## src/rtl/arith_pkg.sv

```systemverilog
// Shared arithmetic-library definitions: sequencer state encoding and default width.
package arith_pkg;

    localparam int ARITH_WIDTH = 8;

    typedef enum logic [1:0] {
        IDLE = 2'd0,
        RUN  = 2'd1,
        DONE = 2'd2
    } state_e;

endpackage

```

## src/rtl/full_subtractor.sv

```systemverilog
// One-bit full subtractor built from two cascaded half-subtractor stages.
module full_subtractor (
    input  logic a,
    input  logic b,
    input  logic bin,
    output logic d,
    output logic bout
);

    logic hs1_d_s;
    logic hs1_b_s;
    logic hs2_b_s;

    // First stage subtracts b from a; second stage subtracts the incoming borrow.
    assign hs1_d_s = a ^ b;
    assign hs1_b_s = ~a & b;
    assign d       = hs1_d_s ^ bin;
    assign hs2_b_s = ~hs1_d_s & bin;
    assign bout    = hs1_b_s | hs2_b_s;

endmodule

```

## src/rtl/serial_subtractor.sv

```systemverilog
// Bit-serial LSB-first unsigned subtractor: one full-subtractor cell, WIDTH cycles per result.
module serial_subtractor
    import arith_pkg::*;
#(
    parameter int WIDTH = ARITH_WIDTH
) (
    input  logic             clk,
    input  logic             rst,
    input  logic             start,
    input  logic [WIDTH-1:0] a,
    input  logic [WIDTH-1:0] b,
    output logic             busy,
    output logic             done,
    output logic [WIDTH-1:0] diff,
    output logic             borrow_out,
    output logic             zero
);

    localparam int             CW       = $clog2(WIDTH);
    localparam logic [CW-1:0]  CNT_LAST = CW'(WIDTH - 1);
    localparam logic [CW-1:0]  CNT_ONE  = CW'(1);

    state_e           state_q;
    logic [WIDTH-1:0] a_q;
    logic [WIDTH-1:0] b_q;
    logic [WIDTH-1:0] res_q;
    logic [WIDTH-1:0] res_d;
    logic             borrow_q;
    logic [CW-1:0]    cnt_q;
    logic             busy_q;
    logic             done_q;
    logic [WIDTH-1:0] diff_q;
    logic             borrow_out_q;
    logic             zero_q;
    logic             fs_d_s;
    logic             fs_bout_s;

    full_subtractor u_fs (
        .a    (a_q[0]),
        .b    (b_q[0]),
        .bin  (borrow_q),
        .d    (fs_d_s),
        .bout (fs_bout_s)
    );

    // New bit enters at the MSB so that after WIDTH shifts bit 0 sits at the LSB.
    assign res_d = {fs_d_s, res_q[WIDTH-1:1]};

    // Sequencer, serial datapath and result registers.
    always_ff @(posedge clk or posedge rst) begin
        if (rst) begin
            state_q      <= IDLE;
            a_q          <= '0;
            b_q          <= '0;
            res_q        <= '0;
            borrow_q     <= 1'b0;
            cnt_q        <= '0;
            busy_q       <= 1'b0;
            done_q       <= 1'b0;
            diff_q       <= '0;
            borrow_out_q <= 1'b0;
            zero_q       <= 1'b0;
        end else begin
            case (state_q)
                IDLE, DONE: begin
                    done_q <= 1'b0;
                    if (start) begin
                        a_q      <= a;
                        b_q      <= b;
                        res_q    <= '0;
                        borrow_q <= 1'b0;
                        cnt_q    <= '0;
                        busy_q   <= 1'b1;
                        state_q  <= RUN;
                    end else begin
                        busy_q  <= 1'b0;
                        state_q <= IDLE;
                    end
                end
                RUN: begin
                    a_q      <= {1'b0, a_q[WIDTH-1:1]};
                    b_q      <= {1'b0, b_q[WIDTH-1:1]};
                    res_q    <= res_d;
                    borrow_q <= fs_bout_s;
                    cnt_q    <= cnt_q + CNT_ONE;
                    if (cnt_q == CNT_LAST) begin
                        diff_q       <= res_d;
                        borrow_out_q <= fs_bout_s;
                        zero_q       <= (res_d == '0);
                        done_q       <= 1'b1;
                        busy_q       <= 1'b0;
                        state_q      <= DONE;
                    end else begin
                        done_q <= 1'b0;
                        busy_q <= 1'b1;
                    end
                end
                default: begin
                    busy_q  <= 1'b0;
                    done_q  <= 1'b0;
                    state_q <= IDLE;
                end
            endcase
        end
    end

    assign busy       = busy_q;
    assign done       = done_q;
    assign diff       = diff_q;
    assign borrow_out = borrow_out_q;
    assign zero       = zero_q;

endmodule

```

## config.mk

```make
export PLATFORM = sky130hd
export DESIGN_NAME = serial_subtractor
export DESIGN_NICKNAME = d
export VERILOG_FILES = /design/src/rtl/arith_pkg.sv /design/src/rtl/full_subtractor.sv /design/src/rtl/serial_subtractor.sv
export SDC_FILE = /design/constraint.sdc
export NUM_CORES = 1
export LEC_CHECK = 0
export CELL_PAD_IN_SITES_DETAIL_PLACEMENT = 0
export CELL_PAD_IN_SITES_GLOBAL_PLACEMENT = 1
export CORE_MARGIN = 5
export CORE_UTILIZATION = 40
export DETAILED_ROUTE_END_ITERATION = 7
export PLACE_DENSITY_LB_ADDON = 0.3
export RECOVER_POWER = 50
export SLEW_MARGIN = 20
export SYNTH_ARGS = -nofsm -noshare
export SYNTH_HDL_FRONTEND = slang
export SYNTH_SLANG_ARGS = --single-unit
```

## constraint.sdc

```tcl
create_clock -name clk -period 1.8 [get_ports clk]
set_input_delay 0.27 -clock clk [delete_from_list [all_inputs] [get_ports clk]]
set_output_delay 0.27 -clock clk [all_outputs]
set_load 0.01 [all_outputs]
```

# After elaboration in Yosys (flattened, before gate mapping)
# Index checks and enable logic that the tools add are counted.
# word_totals
register_bits	42
word_cells	48
# classes
addsub	1
n_eq_ne	5
n_mux	18
n_bitwise	7
reduce_logical	6
# ops
operator	n
$pmux 8 s2	3
$mux 8	3
$logic_not 8->1	1
$mux 1	6
$pmux 3 s2	1
$ne 2x2->1 const B	2
$pmux 1 s2	2
$pmux 2 s2	1
$reduce_and 2->1	2
$add 3x1->3 const B	1
$eq 3x3->1 const B	1
$mux 3	1
$and 1x1->1	2
$eq 2x1->1 const B	1
$eq 2x2->1 const B	1
$logic_not 2->1	1
$mux 2	1
$not 1->1	2
$reduce_bool 2->1	1
$reduce_or 2->1	1
$xor 1x1->1	2
$or 1x1->1	1

# Logic depth before layout (Yosys ltp)
# logic_depth
depth_word	5
ltp_mapped	6
depth_no_buf	5

# Cells and area by module
# A second synthesis with hierarchy kept.
# hier_totals
hier_cells	139
area_unflattened_um2	1687.9
# by_module_without_submodules
mod	instances	cells_per_inst	area_each_um2	seq_area_each_um2
serial_subtractor	1	135	1656.6	1026.0
full_subtractor	1	4	31.3	0.0

# Worst setup path after synthesis
# OpenSTA, ideal clock, no wires.
# synth_timing
path_kind	register -> register
startpoint	reg cnt_q[0]
endpoint	reg diff_q[0] (netlist: diff[0])
setup_time_ns	0.125
t_arrival_ns	1.334
required_ns	1.675
slack_ns	0.341
stages_incl_launch_ff	6
n_path_buf	1
synth_period_minus_slack_ns	1.459
cell_sequence	dfrtp_1 -> ha_1 -> ha_1 -> nand3b_2 -> buf_6 -> mux2_4
# synth_via
elab_chain_cells	2
# synth_lines
item	line_no	source
from (decl)	serial_subtractor.sv:29	logic [CW-1:0] cnt_q;
from (signal assigned)	serial_subtractor.sv:85	cnt_q <= cnt_q + CNT_ONE;
$eq 3x3->1	serial_subtractor.sv:86	if (cnt_q == CNT_LAST) begin
$reduce_and 2->1 (no line)	--	
to (signal assigned)	serial_subtractor.sv:87	diff_q <= res_d;
to (decl)	serial_subtractor.sv:32	logic [WIDTH-1:0] diff_q;
# No other way between the ends.
# A chain may end at the register's enable or synchronous reset.

# Worst setup path in the final report
# layout_timing
startpoint	reg cnt_q[0]
endpoint	reg diff_q[6] (netlist: diff[6])
# Same word-level chain as after synthesis.

==> summary.md <==
| Metric | Value |
|---|---|
| DIE WIDTH | 74.70 um |
| # Post-CTS Setup Buffers | 0 |
| Number of clock sinks | 41 |
| Synthesized flop and latch total | 41 |
| PortBufs | 30 |
| Hold Buf Count CTS | 0 |
| Max clock buf depth | 2 |
| Worst skew pair latency | approximately 0.29 ns |
| Synth top cells by count | dfrtp_1, o22ai_1, nor2_1, nor3_1, a22o_1 |
| Initial antenna violation count | 0 |
| Switch share | 34.74% |
| Cell Area, Placed | 1996 um2 |
| Vias per std cell | about 5.3 |
| Hold Path Class | register to register |
| Asr flop ratio synth | 100.0% |
| XOR/XNOR Fraction of Synth Area | 0% |
| Comb power frac | between 40% and 50% |
| Largest net degree at the start of global routing | 42 |
| Post-Synth Adder-Cell Area | between 2 and 3% |
| Final setup fails | 0 |
| Max-slew violation count | 0 |
| Number of enable flip-flop cells after synthesis | 0 |
| Post-synthesis mux area share | 6.278% |
| Slowest CP cell | dfrtp_1 |
| Share of cells above drive strength 1 | between 10% and 20% |
| Max H-tree Level | 2 |
| WL/cell | approximately 15 um |
| First drt pass iteration count | 4 |
| First-pass GRT wire length | roughly 5800 um |
| Ys flop type | dfrtp_1 |
| Ports | 31 |
| RSZ-0062 raised after global routing | no |
| Max_cap viols | 0 |
| Total GRT Usage | 13.77% |
| Mean post-synth cell area | ~12 um2 |
| Layout area overhead | 24.21% |
| Antenna cells | 0 |
| Main combinational cell family by area after synthesis | compound AO/OA/AOI/OAI gates |
| P_int | 0.002421 W |
| Sequential cell area fraction in the yosys report | between 60 and 70% |
| Cell Chain, Critical Path | ha_1, ha_1, nand3b_2, mux2_2 |
| Sequential power share | roughly 43% |
| Compound-Gate Fraction of Synth Area | between 10% and 20% |
| Fraction of synthesized cell area taken by the top area cell type | 61.29% |
| Initial Util | 41.55% |
| # DRC | 0 |
| Final GP Congestion | 0.7585 |
| Number of buffers created by CTS | 5 |
| Static leakage | 0.9205 nW |
| CP arrival | between 1.5 and 2 ns |
| Setup Total Neg Slack | 0 ns |
| Vias in the first global route | 1220 |
| Yosys cell types | 24 |
| Vias | 1155 |
| Yosys top cell by area | dfrtp_1 |
| DIE AREA | 5579 um2 |
| Max frequency | 611.9 MHz |
| CTS root buf | clkbuf_8 |
| Gr ovfl total | 0 |
| Cells after Synth | 137 |
| Die H | 74.70 um |
| Cell Area, Synth | 1674 um2 |
| Simple-gate portion of the synthesized area | between 10% and 20% |
| Fin. Hold Viols | 0 |
| Worst path max stage delay | roughly 0.4 ns |
| Nets | between 150 and 200 |
| CP required | 1.97 ns |
| Power Dens Cells | 1784 nW/um2 |
| Peak supply drop | approximately 0.66 mV |
| Clock power share | between 10% and 20% |
| Crit path top cell by count | ha_1 |
| Setup CP Type | register to register |
| Final Power | around 0.0037 W |
| Clk_skew | ~0.0036 ns |
| Clock slew at reported path FFs | 0.07 ns |
| Worst setup EP type | register |
| Outcome | finished clean |
| Sw Pwr | around 0.0013 W |
| Fill cells | 378 |
| Leading post-synthesis cells by cell area | dfrtp_1, a22o_1, o22ai_1 |
| Core area | slightly above 4000 um2 |
| Resized cells post-CTS | 0 |
| Count leader, synth | dfrtp_1 |
| Routed WL | 3356 um |
| Max_slew headroom | approximately 33% |
| Max FO, Critical Path | 14 |
| Post-route cell area | 2079 um2 |
| Yosys warning count | 0 |
| Final Cycle Share | between 90% and 100% |
| Syn Nets | 159 |
| Std cell rows | 23 |
| Routed Antenna Nets | 0 |
| Final Util | 51.61% |
| HPWL Detailed | 2235 um |
| CP startpoint kind | register |
| Period minus WS final | 1.634 ns |
| CTS tree | done |
| Slew @ Worst Pin | 0.9977 ns |
| DRT iter0 DRCs | 85 |
==> final cells by class <==
cell class / instances / area (um2) / area share (%)
multi-input cells: 81 / 565.5 / 27.20
repair buffers: 33 / 320.3 / 15.40
clock buffers: 7 / 86.33 / 4.152
inverters: 5 / 18.77 / 0.9025
flip-flops and latches: 41 / 1026 / 49.34
well taps: 50 / 62.56 / 3.008
==> stage by stage <==
| stage | setup slack, ns | hold slack [ns] | std cells |
|---|---|---|---|
| 6_report | 0.1657 | 0.4860 | 217 |
| 5_1_grt | 0.1110 | 0.5207 | 217 |
| 4_1_cts | 0.1471 | 0.4386 | 217 |
| 3_5_place_dp | 0.1594 | 0.4821 | 210 |
| 3_3_place_gp | 0.2151 | 0.4638 | 210 |
| 2_1_floorplan | 0.3409 | 0.4097 | 137 |
==> final timing paths <==
path	start	end	slack, ns	cells after the start
max in group asynchronous	rst	diff[6]	0.45	3
worst min register to register	zero	zero	0.49	2
min in group asynchronous	rst	zero	0.74	3
worst min-delay path	zero	zero	0.49	2
worst max-delay path	cnt_q[0]	diff[6]	0.17	4
worst max register to register	cnt_q[0]	diff[6]	0.17	4
==> cells in the final DEF (no fill, tap or decap), types with 2 or more instances in the layout <==
cell type / n
dfrtp_1: 41
clkdlybuf4s50_1: 29
o22ai_1: 14
nor3_1: 13
nor2_1: 13
a22o_1: 11
clkbuf_8: 6
o21ai_0: 5
inv_1: 5
mux2_4: 4
mux2_2: 4
nand2_1: 3
nand2b_1: 2
nor4_1: 2
ha_1: 2
buf_4: 2
==> sequential cells by signal, summed over array words and instances (netlist names) <==
register    cells
a_q             8
b_q             8
state_q         2
borrow_q        1
res_q           7
borrow_out      1
zero            1
done            1
busy            1
diff            8
cnt_q           3
==> kinds of logic after synthesis <==
| family | count (synthesis) |
|---|---|
| adders and majority gates | 3 |
| and+or+nand+nor | 38 |
| buffers and inverters | 15 |
| AOI/OAI and AO/OA | 32 |
| muxes | 8 |
| DFF | 41 |
==> metal layers <==
| layer | vias up | global-route usage (%) | share of wire (%) |
|---|---|---|---|
| li1 | 549 | - | - |
| met1 | 568 | 18.40 | 44 |
| met2 | 33 | 21.46 | 48 |
| met3 | 5 | 4.539 | 6.3 |
| met4 | 0 | 4.150 | 1.3 |
| met5 | - | 0 | 0 |
==> power by group through the flow <==
stage	Combinational [W]	Sequential, W	Clock [W]
2_1_floorplan	0.00104	0.00162	0
3_5_place_dp	0.00153	0.00163	0
5_1_grt	0.00167	0.00166	0.000661
4_1_cts	0.00153	0.00161	0.000616
6_report	0.00151	0.00161	0.000596
3_3_place_gp	0.00147	0.00161	0
==> worst max-delay path: cells and delay by family, from the launching register on <==
family	cells	cell delay, ns
fa+ha+maj	2	0.41
flops	1	0.40
mux	1	0.38
simple gates	1	0.32
Note: power is estimated with default switching activity, not from simulation.
